### config.mk
export PLATFORM = sky130hd
export DESIGN_NAME = mem_arbiter
export DESIGN_NICKNAME = d
export VERILOG_FILES = /design/src/rtl/mem_arb_pkg.sv /design/src/rtl/arb_tag_fifo.sv /design/src/rtl/mem_arbiter.sv
export SDC_FILE = /design/constraint.sdc
export NUM_CORES = 1
export LEC_CHECK = 0
export CORE_UTILIZATION = 36
export CTS_CLUSTER_DIAMETER = 150
export DETAILED_ROUTE_END_ITERATION = 7
export PLACE_DENSITY_LB_ADDON = 0.2
export SLEW_MARGIN = 10
export SYNTH_ARGS = -nofsm -noshare
export SYNTH_HDL_FRONTEND = slang
export SYNTH_SLANG_ARGS = --single-unit
### constraint.sdc
create_clock -name clkSYS -period 5.45 [get_ports clkSYS]
set_input_delay 0.545 -clock clkSYS [delete_from_list [all_inputs] [get_ports clkSYS]]
set_output_delay 0.545 -clock clkSYS [all_outputs]
set_load 0.03 [all_outputs]
### src/rtl/mem_arb_pkg.sv
// Shared state type and grant-selection helper for the SDRAM port arbiter.
package mem_arb_pkg;

  typedef enum logic {IDLE, XFER} state_t;

  localparam int PICK_W = 5;
  localparam int PICK_N = 1 << PICK_W;

  typedef struct packed {
    logic              found;
    logic [PICK_W-1:0] idx;
  } pick_t;

  // Lowest-index high-priority requester first, else round-robin after last.
  function automatic pick_t rr_pick(input logic [PICK_N-1:0] elig,
                                    input logic [PICK_N-1:0] prio,
                                    input logic [PICK_W-1:0] last,
                                    input int                n);
    pick_t p;
    int    j;
    p = '0;
    j = 0;
    for (int i = PICK_N - 1; i >= 0; i--) begin
      if (i < n && elig[i] && prio[i]) begin
        p.found = 1'b1;
        p.idx   = PICK_W'(i);
      end
    end
    if (!p.found) begin
      for (int k = PICK_N - 1; k >= 0; k--) begin
        if (k < n) begin
          j = int'(last) + 1 + k;
          if (j >= n) j = j - n;
          if (j < PICK_N && elig[j]) begin
            p.found = 1'b1;
            p.idx   = PICK_W'(j);
          end
        end
      end
    end
    return p;
  endfunction

endpackage

### src/rtl/arb_tag_fifo.sv
// In-order FIFO of requester indices, one entry per outstanding read burst.
module arb_tag_fifo #(
  parameter int W     = 2,
  parameter int DEPTH = 4
) (
  input  logic         clkSYS,
  input  logic         reset,
  input  logic         push,
  input  logic         pop,
  input  logic [W-1:0] din,
  output logic [W-1:0] head,
  output logic         empty,
  output logic         full
);
  localparam int AW  = $clog2(DEPTH);
  localparam int CNW = AW + 1;

  logic [W-1:0]   mem [DEPTH];
  logic [AW-1:0]  wptr_q, rptr_q;
  logic [CNW-1:0] count_q;
  logic           do_push, do_pop;

  assign empty   = (count_q == '0);
  assign full    = (count_q == CNW'(DEPTH));
  assign do_pop  = pop & ~empty;
  // A pop in the same cycle frees the slot the push needs.
  assign do_push = push & (~full | do_pop);
  assign head    = mem[rptr_q];

  always_ff @(posedge clkSYS) begin
    if (do_push) mem[wptr_q] <= din;
  end

  always_ff @(posedge clkSYS) begin
    if (reset) begin
      wptr_q  <= '0;
      rptr_q  <= '0;
      count_q <= '0;
    end else begin
      if (do_push) wptr_q <= wptr_q + 1'b1;
      if (do_pop)  rptr_q <= rptr_q + 1'b1;
      case ({do_push, do_pop})
        2'b10:   count_q <= count_q + 1'b1;
        2'b01:   count_q <= count_q - 1'b1;
        default: count_q <= count_q;
      endcase
    end
  end

endmodule

### src/rtl/mem_arbiter.sv
// Burst-granular arbiter sharing one SDRAM controller port; read data is steered back by tag.
// state | meaning
// IDLE  | choose next burst owner    XFER | stream BURST words for grant
module mem_arbiter
  import mem_arb_pkg::*;
#(
  parameter int            AN    = 24,
  parameter int            DN    = 16,
  parameter int            IN    = 4,
  parameter int            BURST = 8,
  parameter logic [IN-1:0] PRIO  = IN'(1),
  parameter int            TAGS  = 4
) (
  input  logic                  clkSYS,
  input  logic                  reset,
  input  logic [AN-1:0]         req_addr [IN],
  input  logic [DN-1:0]         req_data [IN],
  input  logic [IN-1:0]         req_wr,
  input  logic [IN-1:0]         req,
  output logic [IN-1:0]         ack,
  output logic [IN-1:0]         valid,
  output logic [AN-1:0]         mem_addr,
  output logic [DN-1:0]         mem_data,
  output logic                  mem_wr,
  output logic                  mem_req,
  input  logic                  mem_ack,
  input  logic                  mem_valid,
  output logic                  busy,
  output logic [$clog2(IN)-1:0] grant
);
  localparam int            GW        = $clog2(IN);
  localparam int            CW        = $clog2(BURST);
  localparam logic [CW-1:0] LAST_WORD = CW'(BURST - 1);

  state_t        state_q, state_d;
  logic [GW-1:0] grant_q, grant_d, last_q, last_d;
  logic [CW-1:0] wcnt_q, wcnt_d, rcnt_q;
  logic [IN-1:0] elig;
  pick_t         pick;
  logic          fifo_push, fifo_pop, fifo_empty, fifo_full;
  logic [GW-1:0] fifo_head;

  // Reads need a free tag slot; writes never return data.
  assign elig = req & (req_wr | {IN{~fifo_full}});
  assign pick = rr_pick(PICK_N'(elig), PICK_N'(PRIO), PICK_W'(last_q), IN);

  always_comb begin
    state_d = state_q;
    grant_d = grant_q;
    last_d  = last_q;
    wcnt_d  = wcnt_q;
    case (state_q)
      IDLE: begin
        if (pick.found) begin
          state_d = XFER;
          grant_d = pick.idx[GW-1:0];
          wcnt_d  = '0;
        end
      end
      XFER: begin
        if (mem_ack) begin
          wcnt_d = wcnt_q + 1'b1;
          if (wcnt_q == LAST_WORD) begin
            state_d = IDLE;
            last_d  = grant_q;
          end
        end
      end
      default: state_d = IDLE;
    endcase
  end

  always_ff @(posedge clkSYS) begin
    if (reset) begin
      state_q <= IDLE;
      grant_q <= '0;
      last_q  <= GW'(IN - 1);
      wcnt_q  <= '0;
      rcnt_q  <= '0;
    end else begin
      state_q <= state_d;
      grant_q <= grant_d;
      last_q  <= last_d;
      wcnt_q  <= wcnt_d;
      if (mem_valid && !fifo_empty) rcnt_q <= fifo_pop ? '0 : rcnt_q + 1'b1;
    end
  end

  assign busy     = (state_q == XFER);
  assign mem_req  = busy;
  assign grant    = grant_q;
  assign mem_addr = req_addr[grant_q];
  assign mem_data = req_data[grant_q];
  assign mem_wr   = busy & req_wr[grant_q];

  always_comb begin
    ack          = '0;
    ack[grant_q] = busy & mem_ack;
  end

  always_comb begin
    valid = '0;
    if (mem_valid && !fifo_empty) valid[fifo_head] = 1'b1;
  end

  assign fifo_push = busy & mem_ack & ~req_wr[grant_q] & (wcnt_q == '0);
  assign fifo_pop  = mem_valid & ~fifo_empty & (rcnt_q == LAST_WORD);

  arb_tag_fifo #(
    .W     (GW),
    .DEPTH (TAGS)
  ) u_tag_fifo (
    .clkSYS (clkSYS),
    .reset  (reset),
    .push   (fifo_push),
    .pop    (fifo_pop),
    .din    (grant_q),
    .head   (fifo_head),
    .empty  (fifo_empty),
    .full   (fifo_full)
  );

  // Protocol checks: requester must hold req for its whole burst; returns need a tag.
  always_ff @(posedge clkSYS) begin
    if (!reset) begin
      assert (!busy || req[grant_q]);
      assert (!(mem_valid && fifo_empty));
      assert (!pick.found || pick.idx < PICK_W'(IN));
    end
  end

endmodule

Yosys cells after proc, flatten, opt, wreduce, memory -nomap -nowiden. Memory sizes are Yosys's and may differ from the RTL's. A register that Yosys moved wholly into a read port is not among the register bits. Cells that the tools add are included. W data, S select, Z words.

Input port bits: 172. Memory bits (writable): 8. Output and inout port bits: 53. Register bits after elaboration: 18. Word-level logic and storage cells: 130. Memories kept: 1.

Memory list: u_tag_fifo.mem (depth 4, width 2, rd ports 1, clocked after memory_dff 1, write ports 1, line arb_tag_fifo.sv:18) `logic [W-1:0] mem [DEPTH];`.

Eq/ne operators: 7. Multiplexer cells: 52. Bitwise logic cells: 17. $lt $le $gt $ge: 17. Reduce and logical (&&, ||, !) cells: 14. Add/subtract/negate cells: 14.

Operators by type and width (count): $lt A32 B7 Y1 const B (8); $mux W32 (8); $ge A32 B4 Y1 const B (3); $sub A32 B4 Y32 const B (3); $add A32 B3 Y32 const B (2); $bmux W24 S2 (1); $mux W24 (2); $mux W6 (6); $add A32 B2 Y32 const B (1); $bmux W16 S2 (1); $mux W16 (2); $bmux W1 S5 (4); $mux W1 (16); $pmux W3 S2 (2); $add A3 B1 Y3 const B (3); $eq A3 B3 Y1 const B (3); $mux W3 (3); $and A1 B1 Y1 (8); $and A4 B4 Y4 (2); $logic_and A1 B1 Y1 (7); $ge A3 B3 Y1 const B (2); $logic_not A3 Y1 (2); $lt A2 B3 Y1 const B (2); $add A2 B1 Y2 const B (2); 20 further kinds (28).

Longest topological paths before layout.
Depth after elaboration: 17. Depth in mapped cells: 11. Depth with buffers taken out: 11.

Modules after synthesis. Synthesis repeated with hierarchy kept, for this count alone.

Cell total of the unflattened synthesis: 250. Area, all modules: 2822.7 um^2.

By module, submodules not included: mem_arbiter (instances 1, area an instance 2042.0 um^2, sequential area each 220.2 um^2, cells each 186); arb_tag_fifo (instances 1, area an instance 780.7 um^2, sequential area each 420.4 um^2, cells each 64).

Worst setup path before layout. OpenSTA, ideal clock, no wires.

Path kind: reg-to-reg. Start: reg grant_q[1], in the netlist grant[1]. End: reg u_tag_fifo.count_q[2]. Clock period less this slack: 2.979 ns. Path buffers: 0. Data arrival time: 2.908 ns. Library setup time: 0.070 ns. Required time: 5.380 ns. Slack: 2.471 ns. Cell stages (with the launch flop): 11. Cells stage by stage: dfxtp_1 > mux4_2 > or4b_1 > a41oi_2 > inv_1 > ha_1 > inv_1 > fa_1 > xor2_1 > or3_1 > a21oi_1.

Cells in the longest elaborated chain, start to end: 8. Elaborated cells between the ends (all ways): 10. Those cells by class: 2 x eq/ne; 3 x mux; 4 x bitwise; 1 x reduce/logical.

RTL lines: start, declared (line mem_arbiter.sv:36) `logic [GW-1:0] grant_q, grant_d, last_q, last_d;`; start signal, assigned (line mem_arbiter.sv:82) `grant_q <= grant_d;`; $bmux W1 S2 * (line mem_arbiter.sv:106) `assign fifo_push = busy & mem_ack & ~req_wr[grant_q] & (wcnt_q == '0);`; $mux W1 (not written as such) * (line mem_arbiter.sv:106); $not A1 Y1 * (line mem_arbiter.sv:106); $and A1 B1 Y1 * (2 in a row) (line mem_arbiter.sv:106); $and A1 B1 Y1 * (line arb_tag_fifo.sv:27) `assign do_push = push & (~full | do_pop);`; $eq A2 B1 Y1 or $eq A2 B2 Y1 (tied branches) (line arb_tag_fifo.sv:42) `case ({do_push, do_pop})`; $pmux W3 S2 or $reduce_bool A2 Y1 (tied branches); end signal, assigned (line arb_tag_fifo.sv:43) `2'b10: count_q <= count_q + 1'b1;`; end signal, assigned (line arb_tag_fifo.sv:44) `2'b01: count_q <= count_q - 1'b1;`; end signal, assigned (line arb_tag_fifo.sv:45) `default: count_q <= count_q;`; end, declared (line arb_tag_fifo.sv:20) `logic [CNW-1:0] count_q;`.

Every way passes the cells marked *; elsewhere a longest branch is shown, timed or not. The select of a mux whose other input is x is not followed. A chain may end at the register's enable or synchronous reset.

Worst setup path after layout.
Start: reg grant_q[0], in the netlist grant[0]. End: reg u_tag_fifo.count_q[2].

Same word-level chain as after synthesis.

==> results summary <==
The flow ran to the end, and the final reports show no timing, DRC or antenna violations. The number of nets produced by synthesis came out at 433. The final critical-path required period is ~3400 ps. For this design, the slowest cell found on the critical path is sky130_fd_sc_hd__dfxtp_4. The post-DP HPWL came out at 9290 um. The first global-routing pass estimated 17500 um of wire. Together, buffers and inverters on the worst path number 2. TritonCTS built the clock tree. The final number of hold-violating endpoints came to 0. The wire length after detailed routing is about 11000 um.

From left edge to right edge, the die measures about 90 um. The ratio of final minimum period to clock period is between 60% and 70%. The total congestion overflow after global routing is 0. The region available for standard cell placement spans 7330 um2.

The post-detailed-route count of antenna-violating nets is 0. The site row count is 31. The hold-fix buffer count after cts is 0. The min-delay analysis places its worst path in the category reg2reg. The kind of cell with the highest combined delay along the critical path is flip-flops. The worst-skew pair later-pin latency is 280 ps. The global-route usage over all layers came out at 28.4%. The commonest non-fill, non-tap cell in the layout is sky130_fd_sc_hd__clkdlybuf4s50_1. For this run, asynchronously set or reset flops after synthesis account for 0%.

The area growth from synthesis to layout is 85.3%. Summing over every cut layer, the via total after detailed routing is 2947. The number of antenna violations at the first check in global routing came out at 0. Adding up every negative setup slack in the final design gives 0 ps. The kind of end point of the critical path is a flip-flop. The worst slew slack as a fraction of its limit is 41.8%. The per-cell via count in the routed design is 5.31. The number of detailed-route iterations in the first pass came out at 4.

The total of max-cap violations came out at 0. Setup repair after global routing left no endpoint under its margin. The leakage power figure came out at about 1.8 nW. The final worst clock skew is 6.59 ps. The type of the worst setup path is reg2reg.

Walking the worst path, the cells encountered are mux4_2 -> or4b_1 -> a41oi_2 -> inv_1 -> ha_1 -> inv_1 -> fa_1 -> xor2_1 -> or3_1 -> a21oi_1. The worst register-to-register path begins at grant[0]. After synthesis the netlist holds a flip-flop and latch count of 28.

Entering global routing, the biggest net connects 53 pins. Of all nets on the critical path, the largest fanout is 52. The number of library cell types mapped by synthesis came out at 50.

The kind of launch point of the worst setup path is a flip-flop. In this run the cell area of the synthesized design comes to around 2800 um2. The number of failing setup endpoints in the final timing report came out at 0. The mean area per synthesized cell came out at 11.3 um2. The clock tree root buffer cell is sky130_fd_sc_hd__clkbuf_8. The number of diodes added for antenna fixing came out at 0. The number of buffers created by CTS is 3.

In this run the count of I/O pins placed on the die edge is 225. In this run the deepest clock path goes through 2 buffers. The number of buffer cells added on primary ports came out at 224. The number of setup buffers added after CTS is 0. The cell that appears most often on the critical path is sky130_fd_sc_hd__inv_1. The via count of the first global-routing pass is 3204. The number of H-tree levels is 1. From bottom edge to top edge, the die measures between 80 and 90 um. The signal arrival time at the worst endpoint came out at 3600 ps.

At the end of routability-driven placement, the weighted congestion stood at 0.891. At the pin with the least slew margin, the transition time is a little under 900 ps. The share of layout cells above drive strength 1 is 12.3%. The filler cell count in the final layout is 512.

The number of warnings printed during yosys synthesis is 0. The longest individual stage delay on the worst path is about 920 ps. The first element of the critical path is grant[0]. In the layout the commonest cells are 224 x sky130_fd_sc_hd__clkdlybuf4s50_1, 43 x sky130_fd_sc_hd__mux4_2, 19 x sky130_fd_sc_hd__nor2_1. The count of instances resized after the clock tree is built is 0. The routed length per placed instance is 20.1 um. The gate count of the mapped netlist is approximately 250.

The initial standard-cell utilization of the core is 37.8%. After synthesis, flip-flops and latches occupy 23.1% of the total area. The sink count of the clock tree is 28. After detailed routing, the number of remaining DRC violations is 0.

The pre-CTS worst setup slack is 1890 ps. The hold path startpoint is rcnt_q[1]. The clock transition at the register clock pins on the worst setup and hold paths after CTS came out at 100 ps.

The floorplan die area is 8050 um2. The endpoint required time on the critical path is 5640 ps. Once routing completed, OpenROAD measured the worst setup slack at 2040 ps. The number of flops mapped to enable cells by yosys is 8.

The number of DRC markers in iteration 0 came out at 159. The number of pins exceeding their max-slew limit in the final report is 0. The upper clock frequency limit came out at approximately 290 MHz. The peak ir drop on the vdd network is between 0.07 and 0.08 mV. The power density over the cells is between 100 and 150 nW/um2.

In the final design database the tool counted 645 nets. For this run, the leading register cell type out of synthesis is sky130_fd_sc_hd__dfxtp_1.
-- final cells by class --
type | count | area, um2 | share of cell area [%]
Inverter | 14 | 52.6 | 1.02
Timing Repair Buffer | 225 | 2250 | 43.8
Sequential cell | 28 | 646 | 12.6
Tap cell | 99 | 124 | 2.41
Clock buffer | 4 | 66.3 | 1.29
Multi-Input combinational cell | 185 | 1990 | 38.8
-- path summary, 6_finish.rpt --
kind,to,slack [ps],depth (start not counted)
worst max-delay path,u_tag_fifo.count_q[2],2040,10
worst min-delay path,rcnt_q[1],470,2
worst max register to register,u_tag_fifo.count_q[2],2040,10
worst min register to register,rcnt_q[1],470,2
-- registers in the layout, indices dropped and copies added (netlist names), named ones only --
signal              count
busy                    1
grant                   2
last_q                  2
rcnt_q                  3
u_tag_fifo.count_q      3
u_tag_fifo.mem          8
u_tag_fifo.rptr_q       2
u_tag_fifo.wptr_q       2
wcnt_q                  3
-- kinds of logic (layout without fill, tap and decap cells) --
group,Yosys count,in the layout,share of synthesized area [%]
xor+xnor,6,6,1.90
mux,43,43,35.0
fa+ha+maj,16,16,7.50
compound gates,46,46,11.7
flops,28,28,23.1
buf+inv,32,243,4.88
simple gates,74,74,16.0
-- power by group --
part           leakage, nW  switching (mW)  internal (mW)
Sequential           0.231          0.0107          0.217
Clock               0.0339          0.0685         0.0801
Combinational         1.50           0.125          0.198
Total                 1.77           0.204          0.495
-- cells in the mapped netlist, types with 4 or more instances --
cell type,n,area [um2]
sky130_fd_sc_hd__mux4_2,43,968
sky130_fd_sc_hd__dfxtp_1,20,400
sky130_fd_sc_hd__nor2_1,19,71.3
sky130_fd_sc_hd__a21oi_1,16,80.1
sky130_fd_sc_hd__ha_1,15,188
sky130_fd_sc_hd__nand2_1,15,56.3
sky130_fd_sc_hd__inv_1,14,52.6
sky130_fd_sc_hd__clkbuf_1,10,37.5
sky130_fd_sc_hd__edfxtp_1,8,240
sky130_fd_sc_hd__nor3_1,7,35.0
sky130_fd_sc_hd__and2_1,6,37.5
sky130_fd_sc_hd__buf_1,5,18.8
sky130_fd_sc_hd__nand2b_1,4,25.0
sky130_fd_sc_hd__nand3_1,4,20.0
sky130_fd_sc_hd__xor2_1,4,35.0
-- worst reg2reg max path, delay by kind of cell, from the launching register on --
kind	cells	cell delay, ps
buf+inv	2	150
fa+ha+maj	2	390
mux	1	450
compound gates	2	480
xor+xnor	1	80
flops	1	920
simple gates	2	850
-- layer usage --
metal	up-vias	track usage [%]	routed length (um)
met1	1429	35.4	4520
li1	1386	-	-
met3	14	9.48	1010
met4	0	7.79	229
met5	-	0	0
met2	118	46.9	5410
-- stage by stage --
step | std cells | hold slack [ps] | power (mW) | util (%) | instance area (um2)
after floorplan | 245 | 436 | 0.362 | - | 2770
after global placement | 551 | 445 | 0.551 | 69.1 | 5060
after CTS | 555 | 477 | 0.701 | 70.0 | 5130
after detailed placement | 551 | 464 | 0.554 | 69.1 | 5060
after global routing | 555 | 499 | 0.728 | 70.0 | 5130
final | 555 | 473 | 0.699 | 70.0 | 5130
Note: power is estimated with default switching activity, not from simulation.
